### src/rtl/adc_scan_sched.sv
// Channel scheduler for the LTC2308 adcinterface: each frame it drives one channel, either a
// one-shot request or the next round-robin scan channel, and attributes samples to channels.
// Actions happen only on the last cycle of each frame, and results arrive two frames after issue.
module adc_scan_sched #(
    parameter int FRAME_CYCLES = 16,
    parameter int LAT_FRAMES   = 2
) (
    input  logic        clk,
    input  logic        reset_n,
    input  logic        en,
    input  logic [7:0]  chan_mask,
    input  logic        req,
    input  logic [2:0]  req_chan,
    output logic        done,
    output logic [11:0] done_data,
    output logic [2:0]  adc_chan,
    input  logic [11:0] adc_result,
    output logic        smp_stb,
    output logic [2:0]  smp_chan,
    output logic [11:0] smp_data,
    input  logic [2:0]  rd_chan,
    output logic [11:0] rd_data,
    output logic        rd_valid
);
    localparam int FCW = $clog2(FRAME_CYCLES);

    typedef enum logic {IDLE, RUN} state_t;

    typedef struct packed {
        logic       vld;
        logic [2:0] ch;
        logic       is_req;
    } tag_t;

    state_t            state_q, state_d;
    logic [FCW-1:0]    fcnt_q, fcnt_d;
    tag_t              pipe_q [LAT_FRAMES];
    tag_t              pipe_d [LAT_FRAMES];
    logic [11:0]       bank_q [8];
    logic [11:0]       bank_d [8];
    logic [7:0]        valid_q, valid_d;
    logic [2:0]        last_q, last_d;
    logic              infl_q, infl_d;
    logic [2:0]        chan_q, chan_d;
    logic              done_q, done_d;
    logic [11:0]       done_data_q, done_data_d;
    logic              smp_stb_q, smp_stb_d;
    logic [2:0]        smp_chan_q, smp_chan_d;
    logic [11:0]       smp_data_q, smp_data_d;

    logic              tick;
    logic              found;
    logic [2:0]        nxt_ch;
    logic [2:0]        idx;
    tag_t              exit_tag;
    tag_t              new_tag;

    assign tick     = (fcnt_q == FCW'(FRAME_CYCLES - 1));
    assign exit_tag = pipe_q[LAT_FRAMES-1];

    // First enabled channel strictly after the last scanned one; i==8 wraps back onto it.
    always_comb begin
        found  = 1'b0;
        nxt_ch = last_q;
        idx    = last_q;
        for (int i = 1; i <= 8; i++) begin
            idx = last_q + 3'(i);
            if (!found && chan_mask[idx]) begin
                found  = 1'b1;
                nxt_ch = idx;
            end
        end
    end

    always_comb begin
        state_d     = state_q;
        fcnt_d      = tick ? '0 : fcnt_q + 1'b1;
        pipe_d      = pipe_q;
        bank_d      = bank_q;
        valid_d     = valid_q;
        last_d      = last_q;
        infl_d      = done_q ? 1'b0 : infl_q;
        chan_d      = chan_q;
        done_d      = 1'b0;
        done_data_d = done_data_q;
        smp_stb_d   = 1'b0;
        smp_chan_d  = smp_chan_q;
        smp_data_d  = smp_data_q;
        new_tag     = '0;

        case (state_q)
            IDLE: begin
                if (tick) begin
                    for (int i = LAT_FRAMES - 1; i > 0; i--) pipe_d[i] = pipe_q[i-1];
                    pipe_d[0] = '0;
                    if (en) state_d = RUN;
                end
            end
            RUN: begin
                if (!en) begin
                    // Abort: drop everything in flight, keep driving the last channel.
                    state_d = IDLE;
                    infl_d  = 1'b0;
                    for (int i = 0; i < LAT_FRAMES; i++) pipe_d[i] = '0;
                end else if (tick) begin
                    if (exit_tag.vld) begin
                        bank_d[exit_tag.ch]  = adc_result;
                        valid_d[exit_tag.ch] = 1'b1;
                        smp_stb_d            = 1'b1;
                        smp_chan_d           = exit_tag.ch;
                        smp_data_d           = adc_result;
                        if (exit_tag.is_req) begin
                            done_d      = 1'b1;
                            done_data_d = adc_result;
                        end
                    end
                    if (req && !infl_q) begin
                        chan_d  = req_chan;
                        new_tag = '{vld: 1'b1, ch: req_chan, is_req: 1'b1};
                        infl_d  = 1'b1;
                    end else if (found) begin
                        chan_d  = nxt_ch;
                        last_d  = nxt_ch;
                        new_tag = '{vld: 1'b1, ch: nxt_ch, is_req: 1'b0};
                    end else begin
                        chan_d = 3'd0;
                    end
                    for (int i = LAT_FRAMES - 1; i > 0; i--) pipe_d[i] = pipe_q[i-1];
                    pipe_d[0] = new_tag;
                end
            end
            default: state_d = IDLE;
        endcase
    end

    always_ff @(posedge clk or negedge reset_n) begin
        if (!reset_n) begin
            state_q     <= IDLE;
            fcnt_q      <= '0;
            for (int i = 0; i < LAT_FRAMES; i++) pipe_q[i] <= '0;
            for (int i = 0; i < 8; i++) bank_q[i] <= '0;
            valid_q     <= '0;
            last_q      <= 3'd7;
            infl_q      <= 1'b0;
            chan_q      <= '0;
            done_q      <= 1'b0;
            done_data_q <= '0;
            smp_stb_q   <= 1'b0;
            smp_chan_q  <= '0;
            smp_data_q  <= '0;
        end else begin
            state_q     <= state_d;
            fcnt_q      <= fcnt_d;
            pipe_q      <= pipe_d;
            bank_q      <= bank_d;
            valid_q     <= valid_d;
            last_q      <= last_d;
            infl_q      <= infl_d;
            chan_q      <= chan_d;
            done_q      <= done_d;
            done_data_q <= done_data_d;
            smp_stb_q   <= smp_stb_d;
            smp_chan_q  <= smp_chan_d;
            smp_data_q  <= smp_data_d;
        end
    end

    assign adc_chan  = chan_q;
    assign done      = done_q;
    assign done_data = done_data_q;
    assign smp_stb   = smp_stb_q;
    assign smp_chan  = smp_chan_q;
    assign smp_data  = smp_data_q;
    assign rd_data   = bank_q[rd_chan];
    assign rd_valid  = valid_q[rd_chan];
endmodule

### config.mk
export PLATFORM = sky130hd
export DESIGN_NAME = adc_scan_sched
export DESIGN_NICKNAME = d
export VERILOG_FILES = /design/src/rtl/adc_scan_sched.sv
export SDC_FILE = /design/constraint.sdc
export NUM_CORES = 1
export LEC_CHECK = 0
export BUFFER_PORTS_ARGS = -buffer_cell sky130_fd_sc_hd__buf_2
export CAP_MARGIN = 20
export CORE_MARGIN = 2
export CORE_UTILIZATION = 50
export CTS_BUF_LIST = sky130_fd_sc_hd__clkbuf_4
export CTS_CLUSTER_DIAMETER = 30
export DETAILED_ROUTE_END_ITERATION = 10
export GPL_TIMING_DRIVEN = 1
export PLACE_DENSITY_LB_ADDON = 0.05
export SYNTH_ARGS = -nofsm -noshare
export SYNTH_HDL_FRONTEND = slang
export SYNTH_SLANG_ARGS = --single-unit
### constraint.sdc
create_clock -name clk -period 5.1 [get_ports clk]
set_clock_uncertainty 0.1 [all_clocks]
set_input_delay 1.02 -clock clk [delete_from_list [all_inputs] [get_ports clk]]
set_output_delay 1.02 -clock clk [all_outputs]
set_load 0.1 [all_outputs]
* After elaboration in Yosys (flattened, before gate mapping)
Index checks and enable logic that the tools add are counted.
Operators by class: mux-type cells 68, add/sub/neg operators 8, bitwise operators 5, order comparisons 14, equality and inequality tests 3, reduce and logical (&&, ||, !) cells 23
Operator list (count):
- $bwmux W96 | 1
- $lt A3 B4 Y1 const B | 10
- $bmux W12 S3 | 1
- $demux W12 S3 | 1
- $mux W12 | 3
- $mux W1 | 34
- $mux W10 | 3
- $mux W3 | 10
- $bmux W1 S3 | 9
- $pmux W10 S2 | 1
- $add A3 B3 Y3 const B | 4
- $logic_and A1 B1 Y1 | 10
- $mux W5 | 2
- $reduce_and A5 Y1 | 2
- $ge A4 B4 Y1 const B | 2
- $logic_not A1 Y1 | 8
- $not A3 Y4 | 2
- $or A8 B8 Y8 | 1
- $add A3 B2 Y3 const B | 2
- $add A4 B1 Y4 const B | 1
- $eq A4 B4 Y1 const B | 1
- $lt A4 B1 Y1 const B | 1
- $mux W4 | 1
- $reduce_and A4 Y1 | 1
- 9 further kinds | 10
Word-level totals: bits in registers 155, output and inout bits 45

* Logic depth before layout (Yosys ltp)
depth in word-level cells 30, gate-level depth with buffers 12, gate-level depth less buffers 9

* Worst setup path before layout
Ideal clock, no wire load.
path type in2out, start in rd_chan[0], end out rd_data[0], arrival time 2760 ps, cell stages on the path 4, data required time 3980 ps, path slack 1220 ps, path through clkbuf_1 > buf_2 > mux4_2 > mux2_2
Between the ends: word-level cells in the longest chain between the ends 4
RTL lines:
- start, declared | RTL line 21 | input logic [2:0] rd_chan,
- $not A3 Y4 (not written as such) | RTL line 174 | assign rd_data = bank_q[rd_chan];
- $bmux W12 S3 | RTL line 174
- $mux W12 (not written as such) (2 in a row) | RTL line 174
- end, declared | RTL line 22 | output logic [11:0] rd_data,
No other way between the ends. The select of a mux whose other input is x is not followed.

* Worst setup path in the final report
start reg last_q[1], end reg chan_q[2] (netlist: adc_chan[2])
Between the ends: word-level cells in the longest chain between the ends 27, elaborated cells on any way between the ends 55, classes of those cells add/sub: 7; mux: 34; reduce/logical: 14
RTL lines:
- start, declared | RTL line 42 | logic [2:0] last_q, last_d;
- start signal, assigned | RTL line 157 | last_q <= last_d;
- $add A3 B1 Y3 | RTL line 67 | idx = last_q + 3'(i);
- $bmux W1 S3 | RTL line 68 | if (!found && chan_mask[idx]) begin
- $mux W1 (not written as such) | RTL line 68
- $mux W1 | RTL line 68
- $logic_not A1 Y1 | RTL line 68
- $logic_and A1 B1 Y1 | RTL line 68
- $mux W1 | RTL line 68
- $logic_not A1 Y1 | RTL line 68
- [... 11 more ...]
- $logic_not A1 Y1 | RTL line 68
- $logic_and A1 B1 Y1 | RTL line 68
- $mux W1 | RTL line 68
- $logic_not A1 Y1 | RTL line 68
- $logic_and A1 B1 Y1 | RTL line 68
- $mux W3 or $mux W1 (tied branches) | RTL line 68
- $mux W3 * | RTL line 121 | end else if (found) begin
- $mux W3 * | RTL line 117 | if (req && !infl_q) begin
- end signal, assigned | RTL line 159 | chan_q <= chan_d;
- end, declared | RTL line 44 | logic [2:0] chan_q, chan_d;
Mark *: on every way between the ends. The rest lies on a longest branch, timed or not. The select of a mux whose other input is x is not followed. A chain may end at the register's enable or synchronous reset.

==> flow_summary.toml <==
[clock_tree]
h-tree-depth = 4
cts-root-buf = "clkbuf_4"
insertion_delay_ns = 0.55
cts_sinks = 155
cts.path.max_buffers = 2
cts_tree = "built"
ctsResizeCount = 0
postCtsSetupBuffers = 0
cts_hold_buf = 0
cts_inserted_buffers = 17
path_clk_slew_ns = 0.14

[cells_and_area]
fill_cells = 1297
syn_to_final_growth_pct = 10.8
final_common_cell = "dfrtp_1"
layout_common_cells = "152 x dfrtp_1, 119 x mux2_2, 73 x buf_2"
final_layout_size_suffix_gt1_frac = 0.454
layout.nets = 672

[global_routing]
track_usage = 0.218
grt_max_degree = 85
grt_pass1_vias = 5022
grt-ovfl-total = 0
grt_pass1_wl_um = 27100
busiest_layer = "met2"
grtUsageMet2 = 0.354
antenna_found_initial = 1
use_met3 = 0.0555
use_met1 = 0.295

[floorplan]
dieArea_um2 = 16400
fp.dieW_um = 128
io_pins = 75
start_util = 0.509
fp-row-count = 45
die_h_um = 128
coreArea_um2 = 15100

[pwr]
powerDensity_nw_per_um2 = 269
cellLeakagePower_nw = 4.31
vdd_drop_max_uv = 180

[synth]
ys.flop_type = "dfrtp_1"
synth_top_area_cell = "dfrtp_1"
synthCells = 581
yosys.area.top_type_share = 0.495
yosysWarnings = 0
synth_edf_count = 0
mappedNetlistArea_um2 = 7680
ys_seq_area_frac = 0.505
syn_avg_cell_area_um2 = 13.2
synth_top_cells_by_area = "dfrtp_1 50%, mux2_2 17%, mux4_2 10%"
synthesis.nets = 614
ys_ff_latch = 155
async_reset_ff_frac = 1.00
synth.distinct_cells = 65

[placement]
io_buffers = 74
finalWeightedCongestion = 0.893
hpwlAfterDp_um = 10800

[drt]
viasPerCell = 5.71
finalWirelength_um = 16500
initialDrtViolationCount = 201
route.antenna.remaining_nets = 0
drtPass1Iterations = 4
vias = 4804
avgRoutedWirePerCell_um = 19.6
drc = 0

[sta]
period_needed_ns = 3.93
max_freq_ghz = 0.255
final.setup.tns_ns = 0
setup_viol = 0
min_period_over_period = 0.770
finalHoldWorstSlack_ns = 0.373
rsz0062_at_grt = "false"
hold_violations = 0
drv_slew = 0
worst_pin_slew_ns = 0.992
slew-limit-headroom = 0.338

[setup_path]
cpLargestDelayFamily = "adder cells"
path_class = "flip-flop to flip-flop"
path_cells = "clkinv_1, ha_1, mux2i_1, mux2i_1, o221ai_2, nand4b_1, nand2b_1, a21oi_2, o21ai_1"
worst_ep_arrival_time_ns = 4.27
crit_path_end_kind = "flip-flop"
crit_slowest_cell = "ha_1"
cp_max_fo = 16
worst_setup_path_start_kind = "flip-flop"
crit_top_cell = "mux2i_1"
required_ns = 5.44
critPathBufInv = 1
max_stage_delay_ns = 0.84

[run_status]
status = "completed"

[worst_hold_path]
hold_class = "input port to asynchronous set/reset pin"

[job]
drv_cap = 0
## layout make-up
cell class              count  area (um^2)  area share
well taps                 188          235      0.0276
repair buffers             78          419      0.0492
inverters                  16         61.3     0.00720
multi-input cells         371         3540       0.416
diodes                      1         2.50    0.000294
clock inverters            15          244      0.0287
clock buffers              17          128      0.0150
flip-flops and latches    155         3880       0.456
## flip-flops by register name (all words and copies together) (netlist names), 3 cells and up
signal	cells
smp_data	12
exit_tag	5
smp_chan	3
adc_chan	3
last_q	3
valid_q	8
pipe_q	5
fcnt_q	4
done_data	12
bank_q	96
## path summary, 6_finish.rpt
path	startpoint	end	slack, ns	cells after the start
min in group clk	valid_q[4]	valid_q[4]	0.38	1
worst min register to register	valid_q[4]	valid_q[4]	0.38	1
worst max register to register	last_q[1]	adc_chan[2]	1.17	9
max in group asynchronous	reset_n	bank_q[73]	3.65	2
worst max-delay path	last_q[1]	adc_chan[2]	1.17	9
worst min-delay path	reset_n	bank_q[44]	0.37	1
## stage by stage
| step | util | instances | total power (W) | setup slack, ns | area [um^2] |
|---|---|---|---|---|---|
| after floorplan | - | 581 | 0.00132 | 1.22 | 7680 |
| after global placement | 0.539 | 808 | 0.00138 | 1.24 | 8140 |
| after detailed placement | 0.539 | 808 | 0.00138 | 1.22 | 8140 |
| after CTS | 0.564 | 840 | 0.00231 | 1.20 | 8510 |
| after global routing | 0.564 | 841 | 0.00238 | 0.849 | 8510 |
| final | 0.564 | 841 | 0.00229 | 1.17 | 8510 |
## logic make-up (layout without fill, tap and decap cells)
family / Yosys count / in the layout / synth area share
multiplexers: 175 / 175 / 0.307
flip-flops: 155 / 155 / 0.505
AND/OR/NAND/NOR: 132 / 132 / 0.0866
AO/OA/AOI/OAI: 56 / 56 / 0.0526
buffers and inverters: 55 / 126 / 0.0345
XOR/XNOR: 5 / 5 / 0.00863
adder cells (fa/ha/maj): 3 / 3 / 0.00489
other: 0 / 1 / 0
## layer usage
layer	routed length [um]	vias up
li1	-	2220
met1	7420	2475
met4	163	0
met5	0	-
met3	686	12
met2	8200	97
## Yosys cell counts, types with 3 or more instances
master	number
and3_1	6
mux2_2	119
o211ai_1	3
o21ai_0	3
clkbuf_1	8
nor3_1	3
or2_2	4
nor4b_1	3
dfrtp_1	152
nor3b_2	4
nand2_1	72
a21oi_1	13
o22ai_1	5
clkbuf_2	8
buf_2	17
ha_1	3
nand3_1	9
mux2i_1	14
dfstp_2	3
mux2_1	5
buf_4	5
nor2_1	10
mux4_2	34
o21ai_1	9
inv_1	13
nand2b_1	6
## where the power goes
part	switching (W)	internal, W	total [W]
Combinational	0.0000860	0.0000417	0.000128
Clock	0.000441	0.000487	0.000928
Sequential	0.000000800	0.00123	0.00123
Power figures use the tool's default switching activity.
